File: config.mk
export PLATFORM = sky130hd
export DESIGN_NAME = mem_arbiter
export DESIGN_NICKNAME = d
export VERILOG_FILES = /design/src/rtl/mem_arbiter_pkg.sv /design/src/rtl/mem_arb_pick.sv /design/src/rtl/mem_arbiter.sv
export SDC_FILE = /design/constraint.sdc
export NUM_CORES = 1
export LEC_CHECK = 0
export CORE_MARGIN = 1
export CORE_UTILIZATION = 42
export DETAILED_ROUTE_END_ITERATION = 16
export PLACE_DENSITY_LB_ADDON = 0.3
export SETUP_SLACK_MARGIN = 0.15
export SLEW_MARGIN = 25
export SYNTH_ARGS = -nofsm -noshare
export SYNTH_HDL_FRONTEND = slang
export SYNTH_SLANG_ARGS = --single-unit
File: constraint.sdc
create_clock -name CLK -period 6 [get_ports CLK]
set_input_delay 1.2 -clock CLK [delete_from_list [all_inputs] [get_ports CLK]]
set_output_delay 1.2 -clock CLK [all_outputs]
set_load 0.02 [all_outputs]
File: src/rtl/mem_arbiter_pkg.sv
// Shared definitions for the memory arbiter: bus widths, counter widths and FSM states.
package mem_arbiter_pkg;

    // Highest bit index of a memory word address and of a data word.
    localparam int ADDRESS_INDEX_LIMIT = 25;
    localparam int DATA_INDEX_LIMIT    = 31;

    // Width of the access-latency down-counter and of the starvation counter (both 1..15).
    localparam int LAT_CNT_W    = 4;
    localparam int STARVE_CNT_W = 4;

    typedef enum logic [1:0] {
        ST_IDLE   = 2'b00,
        ST_ACCESS = 2'b01,
        ST_RESP   = 2'b10
    } arb_state_e;

endpackage

File: src/rtl/mem_arb_pick.sv
// Port selection for the memory arbiter: the data port normally wins, but the
// fetch port is forced through once it has watched STARVE_LIMIT data grants in a row.
module mem_arb_pick
    import mem_arbiter_pkg::*;
#(
    parameter int unsigned STARVE_LIMIT = 4
) (
    input  logic clk,
    input  logic rst,
    input  logic grant_en,
    input  logic if_req,
    input  logic d_req,
    output logic grant_if,
    output logic grant_d
);

    localparam logic [STARVE_CNT_W-1:0] LIMIT = STARVE_CNT_W'(STARVE_LIMIT);

    logic [STARVE_CNT_W-1:0] starve_q;
    logic [STARVE_CNT_W-1:0] starve_d;
    logic                    if_starved;

    // Decide the winner for this edge; grants only exist while the arbiter is idle.
    always_comb begin
        if_starved = (starve_q == LIMIT);
        grant_d    = grant_en && d_req && !(if_req && if_starved);
        grant_if   = grant_en && if_req && !grant_d;
    end

    // Count data grants that happened while fetch was waiting, saturating at the limit.
    always_comb begin
        starve_d = starve_q;
        if (!if_req || grant_if) begin
            starve_d = '0;
        end else if (grant_d && !if_starved) begin
            starve_d = starve_q + STARVE_CNT_W'(1);
        end
    end

    // Starvation counter register.
    always_ff @(posedge clk or posedge rst) begin
        if (rst) begin
            starve_q <= '0;
        end else begin
            starve_q <= starve_d;
        end
    end

endmodule

File: src/rtl/mem_arbiter.sv
// Two-port memory arbiter: instruction fetch and data ports share one memory with a
// fixed-latency READ/WRITE strobe, one access at a time (IDLE -> ACCESS -> RESP).
module mem_arbiter
    import mem_arbiter_pkg::*;
#(
    parameter int unsigned MEM_LATENCY  = 1,
    parameter int unsigned STARVE_LIMIT = 4
) (
    input  logic                          CLK,
    input  logic                          RST,
    input  logic                          IF_REQ,
    input  logic [ADDRESS_INDEX_LIMIT:0]  IF_ADDR,
    output logic                          IF_ACK,
    output logic [DATA_INDEX_LIMIT:0]     IF_RDATA,
    input  logic                          D_REQ,
    input  logic                          D_WE,
    input  logic [ADDRESS_INDEX_LIMIT:0]  D_ADDR,
    input  logic [DATA_INDEX_LIMIT:0]     D_WDATA,
    output logic                          D_ACK,
    output logic [DATA_INDEX_LIMIT:0]     D_RDATA,
    output logic [ADDRESS_INDEX_LIMIT:0]  ADDR,
    output logic                          READ,
    output logic                          WRITE,
    output logic [DATA_INDEX_LIMIT:0]     MEM_DATA_IN,
    input  logic [DATA_INDEX_LIMIT:0]     MEM_DATA_OUT,
    output logic                          BUSY
);

    localparam logic [LAT_CNT_W-1:0] LAT_LOAD = LAT_CNT_W'(MEM_LATENCY);

    arb_state_e                   state_q, state_d;
    logic [LAT_CNT_W-1:0]         lat_cnt_q, lat_cnt_d;
    logic [ADDRESS_INDEX_LIMIT:0] addr_q, addr_d;
    logic [DATA_INDEX_LIMIT:0]    wdata_q, wdata_d;
    logic                         we_q, we_d;
    logic                         win_if_q, win_if_d;
    logic                         read_q, read_d;
    logic                         write_q, write_d;
    logic                         if_ack_q, if_ack_d;
    logic                         d_ack_q, d_ack_d;
    logic [DATA_INDEX_LIMIT:0]    if_rdata_q, if_rdata_d;
    logic [DATA_INDEX_LIMIT:0]    d_rdata_q, d_rdata_d;
    logic                         idle;
    logic                         grant_if;
    logic                         grant_d;

    assign idle = (state_q == ST_IDLE);

    mem_arb_pick #(
        .STARVE_LIMIT (STARVE_LIMIT)
    ) u_pick (
        .clk      (CLK),
        .rst      (RST),
        .grant_en (idle),
        .if_req   (IF_REQ),
        .d_req    (D_REQ),
        .grant_if (grant_if),
        .grant_d  (grant_d)
    );

    // Next-state and registered-output logic; strobes and ACKs are decided one cycle
    // ahead so every output to memory and requesters comes straight from a flop.
    always_comb begin
        state_d    = state_q;
        lat_cnt_d  = lat_cnt_q;
        addr_d     = addr_q;
        wdata_d    = wdata_q;
        we_d       = we_q;
        win_if_d   = win_if_q;
        read_d     = read_q;
        write_d    = write_q;
        if_ack_d   = 1'b0;
        d_ack_d    = 1'b0;
        if_rdata_d = if_rdata_q;
        d_rdata_d  = d_rdata_q;
        case (state_q)
            ST_IDLE: begin
                if (grant_if || grant_d) begin
                    state_d   = ST_ACCESS;
                    lat_cnt_d = LAT_LOAD;
                    win_if_d  = grant_if;
                    we_d      = grant_d && D_WE;
                    addr_d    = grant_if ? IF_ADDR : D_ADDR;
                    if (grant_d) begin
                        wdata_d = D_WDATA;
                    end
                    read_d    = !(grant_d && D_WE);
                    write_d   = grant_d && D_WE;
                end
            end
            ST_ACCESS: begin
                lat_cnt_d = lat_cnt_q - LAT_CNT_W'(1);
                if (lat_cnt_q == LAT_CNT_W'(1)) begin
                    state_d = ST_RESP;
                    read_d  = 1'b0;
                    write_d = 1'b0;
                    if (win_if_q) begin
                        if_ack_d   = 1'b1;
                        if_rdata_d = MEM_DATA_OUT;
                    end else begin
                        d_ack_d = 1'b1;
                        if (!we_q) begin
                            d_rdata_d = MEM_DATA_OUT;
                        end
                    end
                end
            end
            ST_RESP: begin
                state_d = ST_IDLE;
            end
            default: begin
                state_d = ST_IDLE;
                read_d  = 1'b0;
                write_d = 1'b0;
            end
        endcase
    end

    // Arbiter FSM state and all registered outputs; reset aborts any access in flight.
    always_ff @(posedge CLK or posedge RST) begin
        if (RST) begin
            state_q    <= ST_IDLE;
            lat_cnt_q  <= '0;
            addr_q     <= '0;
            wdata_q    <= '0;
            we_q       <= 1'b0;
            win_if_q   <= 1'b0;
            read_q     <= 1'b0;
            write_q    <= 1'b0;
            if_ack_q   <= 1'b0;
            d_ack_q    <= 1'b0;
            if_rdata_q <= '0;
            d_rdata_q  <= '0;
        end else begin
            state_q    <= state_d;
            lat_cnt_q  <= lat_cnt_d;
            addr_q     <= addr_d;
            wdata_q    <= wdata_d;
            we_q       <= we_d;
            win_if_q   <= win_if_d;
            read_q     <= read_d;
            write_q    <= write_d;
            if_ack_q   <= if_ack_d;
            d_ack_q    <= d_ack_d;
            if_rdata_q <= if_rdata_d;
            d_rdata_q  <= d_rdata_d;
        end
    end

    assign ADDR        = addr_q;
    assign MEM_DATA_IN = wdata_q;
    assign READ        = read_q;
    assign WRITE       = write_q;
    assign IF_ACK      = if_ack_q;
    assign D_ACK       = d_ack_q;
    assign IF_RDATA    = if_rdata_q;
    assign D_RDATA     = d_rdata_q;
    assign BUSY        = !idle;

endmodule

Yosys cells after proc, flatten, opt, wreduce, memory -nomap -nowiden

Cells that the tools add are included.

Register bits after elaboration: 138
Output and inout bits: 127
Input bits: 121

Muxes and demuxes: 19
Equality and inequality tests: 6
$add $sub $neg: 2
Bitwise gates (word level): 3
Reduce and logical (&&, ||, !) cells: 25

Operators with widths:

| operator              | count |
|---|---|
| $mux W26              | 1 |
| $mux W4               | 3 |
| $mux W1               | 9 |
| $reduce_and A3 Y1     | 3 |
| $pmux W4 S2           | 1 |
| $logic_and A1 B1 Y1   | 7 |
| $logic_not A1 Y1      | 6 |
| $pmux W1 S3           | 2 |
| $reduce_and A2 Y1     | 3 |
| $add A4 B1 Y4 const B | 1 |
| $eq A4 B1 Y1 const B  | 1 |
| $eq A4 B3 Y1 const B  | 1 |
| $mux W2               | 2 |
| $pmux W2 S2           | 1 |
| $reduce_and A4 Y1     | 1 |
| $reduce_bool A2 Y1    | 2 |
| $sub A4 B1 Y4 const B | 1 |
| $not A1 Y1            | 3 |
| $eq A2 B1 Y1 const B  | 1 |
| $eq A2 B2 Y1 const B  | 1 |
| $logic_not A2 Y1      | 1 |
| $logic_or A1 B1 Y1    | 2 |
| $ne A2 B1 Y1 const B  | 1 |
| $ne A2 B2 Y1 const B  | 1 |

Longest topological paths before layout

Word-level depth: 9
Mapped depth: 7
Mapped depth without buffers: 5

Cells and area by module

A second synthesis with hierarchy kept.

Cells, all modules: 373
Area, all modules: 5815.6 µm²

Modules (own cells, without submodules):

| module       | cells each | times used | area an instance (µm²) | seq. area each (µm²) |
|---|---|---|---|---|
| mem_arbiter  | 343        | 1          | 5539.1                 | 3353.2 |
| mem_arb_pick | 30         | 1          | 276.5                  | 100.1 |

Worst setup path after synthesis

No wires, ideal clock.

Path kind: input-to-reg
From: in D_REQ
To: reg wdata_q[10], in the netlist MEM_DATA_IN[10]
Setup time: 0.125 ns
Data required time: 5.875 ns
Cell stages on the path: 5
Buffers on the path: 2
Data arrival time: 2.252 ns
Slack: 3.623 ns
Cells stage by stage: nor3b_2 -> and2_1 -> buf_4 -> buf_6 -> mux2_4

Cells in the longest elaborated chain, start to end: 6

RTL lines:

| what                                 | line               | source |
|---|---|---|
| start: declaration                   | mem_arbiter.sv:15  | `input logic D_REQ,` |
| $logic_and A1 B1 Y1 (*) (2 in a row) | mem_arb_pick.sv:26 | `grant_d = grant_en && d_req && !(if_req && if_starved);` |
| $logic_not A1 Y1                     | mem_arb_pick.sv:27 | `grant_if = grant_en && if_req && !grant_d;` |
| $logic_and A1 B1 Y1                  | mem_arb_pick.sv:27 |  |
| $logic_or A1 B1 Y1                   | mem_arbiter.sv:78  | `if (grant_if \|\| grant_d) begin` |
| $reduce_and A3 Y1 (no line) (*)      | --                 |  |
| end signal: assignment               | mem_arbiter.sv:138 | `wdata_q <= wdata_d;` |
| end: declaration                     | mem_arbiter.sv:34  | `logic [DATA_INDEX_LIMIT:0] wdata_q, wdata_d;` |

Mark *: on every way between the ends. The rest lies on a longest branch, timed or not.
A chain may end at the register's enable or synchronous reset.

Final worst setup path

From: in IF_REQ
To: reg wdata_q[29], in the netlist MEM_DATA_IN[29]

Cells in the longest elaborated chain, start to end: 7
Elaborated cells on any way between the ends: 8
Classes of those cells: reduce/logical (8)

RTL lines:

| what                            | line               | source |
|---|---|---|
| start: declaration              | mem_arbiter.sv:11  | `input logic IF_REQ,` |
| $logic_and A1 B1 Y1             | mem_arb_pick.sv:26 |  |
| $logic_not A1 Y1                | mem_arb_pick.sv:26 |  |
| $logic_and A1 B1 Y1             | mem_arb_pick.sv:26 |  |
| $logic_not A1 Y1                | mem_arb_pick.sv:27 |  |
| $logic_and A1 B1 Y1             | mem_arb_pick.sv:27 |  |
| $logic_or A1 B1 Y1              | mem_arbiter.sv:78  |  |
| $reduce_and A3 Y1 (no line) (*) | --                 |  |

Marks and branches as above.

==> results.json <==
{
  "nets": 748,
  "worstHoldStart": "IF_RDATA[8]",
  "clock_skew_ps": 8.28,
  "synth_compound_area_share_pct": 7.10,
  "holdPathEnd": "IF_RDATA[8]",
  "numCtsBuffers": 17,
  "setup_viol": 0,
  "cts_root_buffer": "clkbuf_16",
  "setup.worst_path.start_class": "input port",
  "synthTopCellsByArea": "dfrtp_1, mux2_1, mux2_4",
  "max_freq_mhz": 308,
  "post_cts_buffers": 0,
  "setup_ws_ps": 2750,
  "avgSynthCellArea_um2": 15.1,
  "postPlaceCellArea_mm2": 0.00827,
  "synth_xor_area_share_pct": 0.154,
  "diodes": 0,
  "period_minus_slack_ps": 3250,
  "slew-limit-headroom_pct": 37.6,
  "end_kind": "register",
  "ys_ff_latch": 138,
  "ys_seq_area_share_pct": 60.9,
  "tightest_slew_ps": 935,
  "synth-simple-area-share_pct": 7.17,
  "synth_area_leader_cell": "dfrtp_1",
  "use_met3_pct": 5.36,
  "core_mm2": 0.0132,
  "hpwl_mm": 9.95,
  "synth_ff_type": "dfrtp_1",
  "netlist_area_mm2": 0.00567,
  "ir_worst_vdd_uv": 205,
  "fp.dieH_um": 118,
  "gr-total-overflow": 0,
  "wl_per_cell_um": 17.5,
  "path_class": "input port to register",
  "synth_cell_types": 47,
  "vias": 4108,
  "clock_latency_ps": 410,
  "ff2ff_setup_slack_ps": 3500,
  "io_buffers": 247,
  "synth_top_family_by_area": "multiplexers",
  "fillers": 945,
  "layout-drive-gt1-share_pct": 11.5,
  "hold_class": "register to register",
  "grt_usage_pct": 21.6,
  "gp_congestion": 0.760,
  "multiInputGateArea_mm2": 0.00208,
  "r2r-start": "lat_cnt_q[1]",
  "area_growth_pct": 56.9,
  "outcome": "finished, final reports clean",
  "htreeDepth": 4,
  "r2r_end": "D_RDATA[5]",
  "routed_wl_mm": 14.2,
  "synth_cells": 376,
  "grt_max_degree": 104,
  "final_max_slew_viol_count": 0,
  "pin_count": 248,
  "start_util_pct": 43.0,
  "seq_area_mm2": 0.00345,
  "synthMuxAreaShare_pct": 21.3,
  "cts_resized": 0,
  "ys.warnings.count": 0,
  "power_leakage_nw": 3.85,
  "design_area_mm2": 0.00890,
  "holdBufCountCts": 0,
  "num_rows": 42,
  "synth-edff-count": 0,
  "grt_use_met1_pct": 26.9,
  "use_met2_pct": 36.4,
  "cts_tree": "done",
  "die_w_um": 118,
  "critical_path_arrival_ps": 3540,
  "place_ws_ps": 2060,
  "synthAdderAreaFrac_pct": 0.882,
  "rsz0062_at_grt": "false",
  "required_ps": 6290,
  "synth_top_area_share_pct": 60.9,
  "dieArea_mm2": 0.0140,
  "antenna_found_initial": 0,
  "setup_tns_ps": 0,
  "async_flop_share_pct": 100,
  "clockBufferDepth": 2,
  "period_share_pct": 54.1,
  "grt_pass1_wl_mm": 23.3,
  "drt_iter0_markers": 212,
  "drc": 0,
  "holdPathStages": 1,
  "max_cap_violations": 0,
  "grt_pass1_vias": 4414,
  "drtAntennaViolNets": 0,
  "rr_worst_depth": 5,
  "power_density_mw_per_mm2": 587,
  "routed_via_density": 5.06,
  "hold_violations": 0,
  "grt_most_used_layer": "met2",
  "cp_max_fo": 34,
  "synth_nets": 501,
  "clk_pin_slew_ps": 60,
  "dr.pass1.iters": 4,
  "clock_sinks": 138
}
==> cells in the final DEF, fill, tap and decap left out, types with 4 or more instances in the layout <==
cell type	count
clkdlybuf4s50_1	247
dfrtp_1	138
mux2_1	68
mux2_4	28
and3_1	25
a221o_1	25
clkbuf_16	17
bufinv_16	5
nor2_1	4
nand2_1	4
inv_1	4
nand3b_1	4
ha_1	4
==> per-layer routing <==
metal,vias up,routed length (um)
met2,157,7180
met1,2046,6040
li1,1886,-
met3,19,705
met5,-,0
met4,0,240
==> through the flow <==
stage / hold slack, ps / total power [W] / utilization (%) / cells
after floorplan: 463 / 0.00297 / - / 376
after CTS: 490 / 0.00528 / 67.5 / 812
final: 486 / 0.00522 / 67.5 / 812
after global placement: 469 / 0.00406 / 62.7 / 780
after detailed placement: 480 / 0.00413 / 62.7 / 780
after global routing: 508 / 0.00549 / 67.5 / 812
==> cells in the mapped netlist (2+ instances only) <==
cell,count
inv_1,5
mux2_1,68
buf_4,3
ha_1,4
dfrtp_1,138
nand3_1,2
nand2b_1,3
buf_6,3
and2_1,2
nand3b_1,4
nor3b_2,2
clkbuf_1,9
a221o_1,25
inv_2,2
a21oi_1,2
buf_2,6
nand2_1,5
a211oi_1,2
nor2_1,4
a21boi_0,2
mux2i_1,2
o21ai_0,3
nand3_2,2
mux2_4,28
nand4_1,3
or2_2,2
and3_1,25
==> state kept, by name, summed over array words and instances, names as in the netlist, 2 cells and up <==
signal           count
ADDR                26
D_RDATA             32
IF_RDATA            32
MEM_DATA_IN         32
lat_cnt_q            4
state_q              2
u_pick.starve_q      4
==> layout make-up <==
cell class	instances	area share [%]
repair buffers	249	27.9
flip-flops and latches	138	38.8
inverters	7	0.351
multi-input cells	210	23.4
well taps	176	2.47
clock inverters	12	2.21
clock buffers	20	4.90
==> how the worst max path moves through the flow <==
stage / depth (start not counted) / slack [ps] / start / end
CTS: 4 / 2470 / IF_REQ / MEM_DATA_IN[29]
floorplan: 1 / 1100 / RST / ADDR[0]
global route: 4 / 2620 / IF_REQ / MEM_DATA_IN[28]
detailed placement: 4 / 2060 / IF_REQ / MEM_DATA_IN[29]
finish: 4 / 2750 / IF_REQ / MEM_DATA_IN[29]
global placement: 5 / 2190 / D_REQ / MEM_DATA_IN[30]
==> worst max-delay path: stages <==
cell,delay (ps)
clkdlybuf4s50_1,750
nand4b_2,590
and2_4,590
mux2_1,380
==> logic make-up (layout without fill, tap and decap cells) <==
kind of cell    after synthesis  in the layout
mux                          98             98
flops                       138            138
compound gates               45             45
buf+inv                      28            288
fa+ha+maj                     4              4
xor+xnor                      1              1
simple gates                 62             62
==> power breakdown <==
part	leakage, nW	switching, W	internal (W)
registers	1.65	0.000274	0.00139
clock network	0.300	0.000383	0.000736
logic	1.89	0.00115	0.00129
total	3.85	0.00181	0.00342
No activity file was read; power rests on OpenSTA's default activity.
